## src/rtl/two_five_ser_enc_pkg.sv

```systemverilog
// two_five_ser_enc_pkg: 2-of-5 code table, invalid code and encoder FSM states
package two_five_ser_enc_pkg;
    localparam logic [4:0] code_bad = 5'b11011;
    typedef enum logic {IDLE = 1'b0, SEND = 1'b1} state_t;
    function automatic logic [4:0] enc(input logic [3:0] d);
        case (d)
            4'd0: enc = 5'b01100;
            4'd1: enc = 5'b11000;
            4'd2: enc = 5'b10100;
            4'd3: enc = 5'b10010;
            4'd4: enc = 5'b01010;
            4'd5: enc = 5'b00110;
            4'd6: enc = 5'b10001;
            4'd7: enc = 5'b01001;
            4'd8: enc = 5'b00101;
            4'd9: enc = 5'b00011;
            default: enc = code_bad;
        endcase
    endfunction
endpackage

```

## src/rtl/two_five_digit_lut.sv

```systemverilog
// two_five_digit_lut: one BCD digit to its 2-of-5 code, flagging non-BCD input
module two_five_digit_lut
    import two_five_ser_enc_pkg::*;
(
    input  logic [3:0] digit,
    output logic [4:0] code,
    output logic       invalid
);
    assign invalid = digit > 4'd9;
    assign code = enc(digit);
endmodule

```

## src/rtl/two_five_ser_enc.sv

```systemverilog
// two_five_ser_enc: BCD word to 2-of-5 symbols plus optional mod-10 check,
// serialised MSB digit first, bit4 first, with valid/ready on both sides.
module two_five_ser_enc
    import two_five_ser_enc_pkg::*;
#(
    parameter int DIGITS   = 4,
    parameter int CHECK_EN = 1
) (
    input  logic                clk,
    input  logic                rst,
    input  logic                in_valid,
    output logic                in_ready,
    input  logic [4*DIGITS-1:0] din,
    output logic                ser_valid,
    input  logic                ser_ready,
    output logic                ser_bit,
    output logic                frame_start,
    output logic                frame_end,
    output logic                frame_err
);
    localparam int NSYM = DIGITS + CHECK_EN;
    localparam int SW = $clog2(9 * DIGITS + 1);
    localparam int IW = NSYM > 1 ? $clog2(NSYM) : 1;
    localparam logic [IW-1:0] last_sym = IW'(NSYM - 1);
    state_t state;
    logic [IW-1:0] sym_idx;
    logic [2:0] bit_idx;
    logic [4:0] code_q [NSYM];
    logic [4:0] code_d [NSYM];
    logic [3:0] dig [NSYM];
    logic [NSYM-1:0] inv;
    logic [SW-1:0] sum;
    logic [4:0] cur;
    logic err_q, last, beat, load;
    // Sum taken straight from din so the check digit never loops back into it
    always_comb begin
        sum = '0;
        for (int j = 0; j < DIGITS; j++)
            sum = sum + (din[4*j +: 4] > 4'd9 ? '0 : SW'(din[4*j +: 4]));
    end
    for (genvar i = 0; i < NSYM; i++) begin : g_sym
        if (i < DIGITS) begin : g_dat
            assign dig[i] = din[4*(DIGITS-1-i) +: 4];
        end else begin : g_chk
            assign dig[i] = 4'(sum % SW'(10));
        end
        two_five_digit_lut u_lut (.digit(dig[i]), .code(code_d[i]), .invalid(inv[i]));
    end
    assign last = (sym_idx == last_sym) && (bit_idx == 3'd4);
    assign ser_valid = state == SEND;
    assign beat = ser_valid && ser_ready;
    assign in_ready = (state == IDLE) || (beat && last);
    assign load = in_valid && in_ready;
    assign cur = code_q[sym_idx];
    assign ser_bit = ser_valid && cur[3'd4 - bit_idx];
    assign frame_start = ser_valid && sym_idx == '0 && bit_idx == 3'd0;
    assign frame_end = ser_valid && last;
    assign frame_err = frame_end && err_q;
    always_ff @(posedge clk or posedge rst)
        if (rst) begin
            state   <= IDLE;
            sym_idx <= '0;
            bit_idx <= '0;
            err_q   <= 1'b0;
            code_q  <= '{default: '0};
        end else if (load) begin
            state   <= SEND;
            sym_idx <= '0;
            bit_idx <= '0;
            err_q   <= |inv;
            code_q  <= code_d;
        end else if (beat) begin
            state   <= last ? IDLE : SEND;
            bit_idx <= bit_idx == 3'd4 ? 3'd0 : bit_idx + 3'd1;
            sym_idx <= last ? '0 : bit_idx == 3'd4 ? sym_idx + 1'b1 : sym_idx;
        end
endmodule

```

## config.mk

```make
export PLATFORM = sky130hd
export DESIGN_NAME = two_five_ser_enc
export DESIGN_NICKNAME = d
export VERILOG_FILES = /design/src/rtl/two_five_ser_enc_pkg.sv /design/src/rtl/two_five_digit_lut.sv /design/src/rtl/two_five_ser_enc.sv
export SDC_FILE = /design/constraint.sdc
export NUM_CORES = 1
export LEC_CHECK = 0
export ABC_AREA = 1
export CAP_MARGIN = 25
export CORE_ASPECT_RATIO = 1.2
export CORE_MARGIN = 3
export CORE_UTILIZATION = 60
export DETAILED_ROUTE_END_ITERATION = 8
export PLACE_DENSITY = 0.86
export SYNTH_ARGS = -nofsm -noshare
export SYNTH_HDL_FRONTEND = slang
export SYNTH_HIERARCHICAL = 1
export SYNTH_SLANG_ARGS = --single-unit
```

## constraint.sdc

```tcl
create_clock -name clk -period 4.55 [get_ports clk]
set_clock_uncertainty 0.1 [all_clocks]
set_input_delay 0.455 -clock clk [delete_from_list [all_inputs] [get_ports clk]]
set_output_delay 0.455 -clock clk [all_outputs]
set_load 0.01 [all_outputs]
```

## Word level (Yosys, flattened, before mapping)

Memory sizes are Yosys's and may differ from the RTL's. A register that Yosys moved wholly into a read port is not among the register bits.
Cells that the tools add are included.

| word-level totals | value |
|---|---|
| memory bits (read-only) | 400 |
| flip-flop bits (word level) | 8 |
| memories kept | 5 |
| word-level logic and storage cells | 62 |

Memories:

| memory | words | width | rd ports | clocked after Yosys merged registers in | wr ports | RTL line | source |
|---|---|---|---|---|---|---|---|
| (no name shown) | 16 | 5 | 1 | 1 | 0 | two_five_ser_enc_pkg.sv:6 | `case (d)` |
| (no name shown) | 16 | 5 | 1 | 1 | 0 | two_five_ser_enc_pkg.sv:6 |  |
| (no name shown) | 16 | 5 | 1 | 1 | 0 | two_five_ser_enc_pkg.sv:6 |  |
| (no name shown) | 16 | 5 | 1 | 1 | 0 | two_five_ser_enc_pkg.sv:6 |  |
| (no name shown) | 16 | 5 | 1 | 1 | 0 | two_five_ser_enc_pkg.sv:6 |  |

| operators by class | value |
|---|---|
| bitwise gates (word level) | 2 |
| equal/unequal tests | 2 |
| reductions and logical operators | 16 |
| divide/modulo/power cells | 1 |
| order comparisons | 7 |
| add/subtract/negate cells | 6 |
| multiplexer cells | 19 |

Operator list:

| operator | number |
|---|---|
| two-way mux 3 bit | 7 |
| > comparator 4 bit, second input constant | 5 |
| two-way mux 4 bit | 4 |
| binary-select mux 5 bit (select 3 bit) | 1 |
| two-way mux 5 bit | 2 |
| logical AND 1 bit | 9 |
| adder 3 x 1 -> 3 bit, second input constant | 2 |
| adder 5 x 4 -> 6 bit | 1 |
| adder 6 x 4 -> 6 bit | 1 |
| equality test 3 bit, second input constant | 2 |
| logical NOT 3 bit | 2 |
| remainder unit 6 x 4 -> 6 bit, second input constant | 1 |
| adder 4 x 4 -> 5 bit | 1 |
| OR reduction 5 bit | 1 |
| greater-or-equal comparator 4 bit, second input constant | 1 |
| < comparator 3 x 4 -> 1 bit, second input constant | 1 |
| two-way mux 1 bit | 4 |
| inverter 3 -> 4 bit | 1 |
| binary-select mux 1 bit (select 3 bit) | 1 |
| nonzero test 3 bit | 1 |
| subtractor 3 bit, first input constant | 1 |
| AND reduction 2 bit | 1 |
| nonzero test 2 bit | 1 |
| logical OR 1 bit | 1 |
| inverter 1 bit | 1 |

## Longest topological paths before layout

| logic depth | value |
|---|---|
| word-level depth | 8 |
| gate-level depth with buffers | 34 |
| mapped depth without buffers | 34 |

## By module

The synthesis kept the hierarchy.

By module, submodules not included:

| module | seq. area each (um^2) | cells an instance | area an instance (um^2) | instances |
|---|---|---|---|---|
| two_five_ser_enc | 825.8 | 326 | 2366.0 | 1 |
| two_five_digit_lut (g_sym[1].u_lut ...) | 0.0 | 34 | 187.7 | 4 |
| two_five_digit_lut (g_sym[0].u_lut) | 0.0 | 31 | 156.4 | 1 |

## Least setup slack after synthesis

Ideal clock, no wire load.

| path | value |
|---|---|
| path type | input -> register |
| from | input din[6] |
| to | register err_q |
| library setup time | 0.129 ns |
| slack | -0.012 ns |
| stages on the path | 26 |
| data arrival time | 4.333 ns |
| data required time | 4.321 ns |
| buffers on the path | 0 |
| path through | o21ai_0 > and2_1 > fa_1 > fa_1 > ha_1 > fa_1 > xnor2_1 > ha_1 > inv_1 > nand3_1 > nand2_2 > nand2_2 > nand2_2 > nand2_1 > nand2_1 > inv_1 > ha_1 > inv_1 > nand2_1 > nand2_1 > inv_2 > nand2_2 > nand2_2 > a21oi_2 > nor3_1 > a31oi_1 |

RTL lines:

| item | RTL line | source |
|---|---|---|
| start: declaration | two_five_ser_enc.sv:13 | `input logic [4*DIGITS-1:0] din,` |
| end signal: assignment | two_five_ser_enc.sv:70 | `err_q <= \|inv;` |
| end: declaration | two_five_ser_enc.sv:34 | `logic err_q, last, beat, load;` |

==> impl_metrics.json <==
{
  "status": "finished clean",
  "io_buffers": 25,
  "crit_fanout": 4,
  "synth_cells": 493,
  "path_class": "input port to register",
  "ys_seq_area_share_pct": 25.2,
  "grt_pass1_vias": 3068,
  "die_y_um": 86.9,
  "nFillCells": 316,
  "synth_nets": 557,
  "drv_slew": 0,
  "utilization_pct": 81.1,
  "rrSetupSlack_ns": 1.92,
  "cap_violations": 0,
  "gp_congestion": 0.896,
  "drt_iter0_drc": 236,
  "ioPinCount": 26,
  "setup_viol": 0,
  "die_w_um": 73.4,
  "fp.coreArea_um2": 5110,
  "path_clk_slew_ns": 0.07,
  "layout-drive-gt1-share_pct": 24.8,
  "antenna_found_initial": 0,
  "hold_violations": 0,
  "vias": 3383,
  "hp-start": "code_q[11]",
  "grt_pass1_wl_um": 12900,
  "worstPathArrival_ns": 4.64,
  "final_cell_mix": "167 x nand2_1, 65 x inv_1, 33 x dfrtp_1",
  "clockBufferDepth": 2,
  "async_reset_ff_share_pct": 100,
  "die_area_um2": 6380,
  "drt-total-wl_um": 9050,
  "ant_nets": 0,
  "cp_slowest_stage_delay_ns": 0.59,
  "fin_nets": 619,
  "pwr-share-clk_pct": 9.8,
  "clkLatencyLatePin_ns": 0.29,
  "timing.rr.end": "sym_idx[1]",
  "ys_types": 34,
  "p_leak_uw": 0.00234,
  "finalCriticalPeriod_ns": 4.53,
  "gr-total-overflow": 0,
  "vias_per_cell": 5.49,
  "hold-path-endpoint": "code_q[11]",
  "p_int_uw": 1290,
  "finalCritPeriodShare_pct": 99.5,
  "critPathLaunchType": "input port",
  "start_util_pct": 64.0,
  "fin_setup_tns_ns": 0,
  "r2r_start": "bit_idx[0]",
  "diodes": 0,
  "hp-class": "register to register",
  "yosysWarnings": 6,
  "cts_tree": "done",
  "hold_depth": 2,
  "cp_num_cells": 30,
  "synth_area_um2": 3270,
  "grt_max_degree": 34,
  "syn2layout_area_growth_pct": 26.7,
  "cp.required_ns": 4.67,
  "dpl.cell_count": 595,
  "pwr-share-comb_pct": 69.8,
  "r2r_cells": 11,
  "peakVddDrop_v": 0.000545,
  "cpMaxStageDelayCell": "fa_1",
  "synth_seq_cells": 33,
  "path_common_cell": "nand2_2",
  "fmax_mhz": 221,
  "stdcell_count": 616,
  "cpLargestDelayFamily": "adder cells",
  "seq_power_share_pct": 20.4,
  "p_per_area_nw_per_um2": 603,
  "drt-wirelength-per-cell_um": 14.7,
  "setup.worst_path.end_class": "register",
  "final_common_cell": "nand2_1",
  "syn_area_per_cell_um2": 6.64,
  "worstMarginPinSlew_ns": 0.426,
  "cts.htree.levels": 2,
  "crit_buf_inv": 7,
  "switchingPower_uw": 1210,
  "globalRouteTotalUtil_pct": 25.3,
  "swShare_pct": 48.4,
  "drcViolationCount": 0,
  "max_slew_margin_pct": 71.6,
  "cts.sinks": 33,
  "root_buffer": "clkbuf_8",
  "hpwl_um": 5660,
  "synth_edf_count": 0,
  "rows": 28,
  "ys.flop_type": "dfrtp_1",
  "cts_buffers": 5,
  "drt-pass1-iter-count": 5
}
## routing by layer
layer	vias to the layer above	share of wire (%)	GRT usage, %
met4	0	5.2	10.4
li1	1651	-	-
met3	49	5.4	3.35
met2	176	51	45.7
met5	-	0	0
met1	1507	38	29.6
## area by class of cell
class | instances | area (µm²) | share of cell area (%)
well taps | 60 | 75.1 | 1.81
clock buffers | 7 | 96.3 | 2.32
repair buffers | 64 | 537 | 12.9
inverters | 82 | 310 | 7.48
clock inverters | 1 | 5.00 | 0.121
multi-input cells | 369 | 2300 | 55.4
flip-flops and latches | 33 | 826 | 19.9
## registers in the layout (all words and copies together), names as in the netlist
signal,count
ser_valid,1
code_q,25
sym_idx,3
bit_idx,3
err_q,1
## worst min-delay path: stages (launching register included)
cell and delay [ns]:
dfrtp_1 0.34, nand2_1 0.05, nand2_1 0.05
## how the worst max path moves through the flow
stage / startpoint / endpoint / slack [ns]
floorplan: din[2] / err_q / 0.03
global placement: din[6] / code_q[3] / -0.52
detailed placement: din[2] / code_q[3] / -0.74
CTS: din[9] / err_q / 0.007
global route: din[9] / code_q[3] / -0.19
finish: din[9] / err_q / 0.02
## power groups by stage
stage,logic [µW],clock network [µW],registers [µW]
floorplan,1060,0,466
global placement,1330,0,511
detailed placement,1400,0,513
CTS,1500,246,508
global route,1930,255,525
finish,1740,245,510
## timing repair
item / in CTS / in global routing
hold buffers: 0 / 0
buffers inserted: 6 / 7
gates resized for setup: 33 / 56
setup endpoints to repair: 6 / 6
pin swaps: 13 / 35
## through the flow
| step | power, µW | hold WS, ns | setup slack [ns] | cell area (µm²) |
|---|---|---|---|---|
| 2_1_floorplan | 1520 | 0.337 | 0.0273 | 3280 |
| 3_5_place_dp | 1910 | 0.354 | -0.744 | 3760 |
| 3_3_place_gp | 1840 | 0.353 | -0.517 | 3760 |
| 4_1_cts | 2260 | 0.370 | 0.00719 | 3990 |
| 6_report | 2500 | 0.373 | 0.0242 | 4150 |
| 5_1_grt | 2710 | 0.391 | -0.195 | 4150 |
## cell families (layout without fill, tap and decap cells)
kind of cell / after synthesis / after routing / synth area share, %
buffers and inverters: 91 / 154 / 10.6
xor gates and xnor gates: 3 / 3 / 0.803
AOI/OAI and AO/OA: 50 / 50 / 8.94
adders and majority gates: 44 / 44 / 18.7
DFF: 33 / 33 / 25.2
and+or+nand+nor: 272 / 272 / 35.8
## cell usage after synthesis, types with 2 or more instances
cell | count | area share [%]
nand2_1 | 178 | 20
inv_1 | 72 | 8.3
ha_1 | 36 | 14
dfrtp_1 | 33 | 25
nand3_1 | 31 | 4.7
o21ai_0 | 28 | 4.3
nor2_1 | 27 | 3.1
nand2_2 | 19 | 3.6
inv_2 | 10 | 1.1
fa_1 | 8 | 4.9
a21oi_1 | 7 | 1.1
a21oi_2 | 5 | 1.3
clkbuf_1 | 5 | 0.57
buf_2 | 4 | 0.61
and2_1 | 3 | 0.57
nand4_1 | 3 | 0.57
a31oi_1 | 2 | 0.38
nand2_4 | 2 | 0.69
nand3_2 | 2 | 0.61
nor3_1 | 2 | 0.31
o211ai_1 | 2 | 0.46
xor2_1 | 2 | 0.54
(Power assumes the default switching activity.)
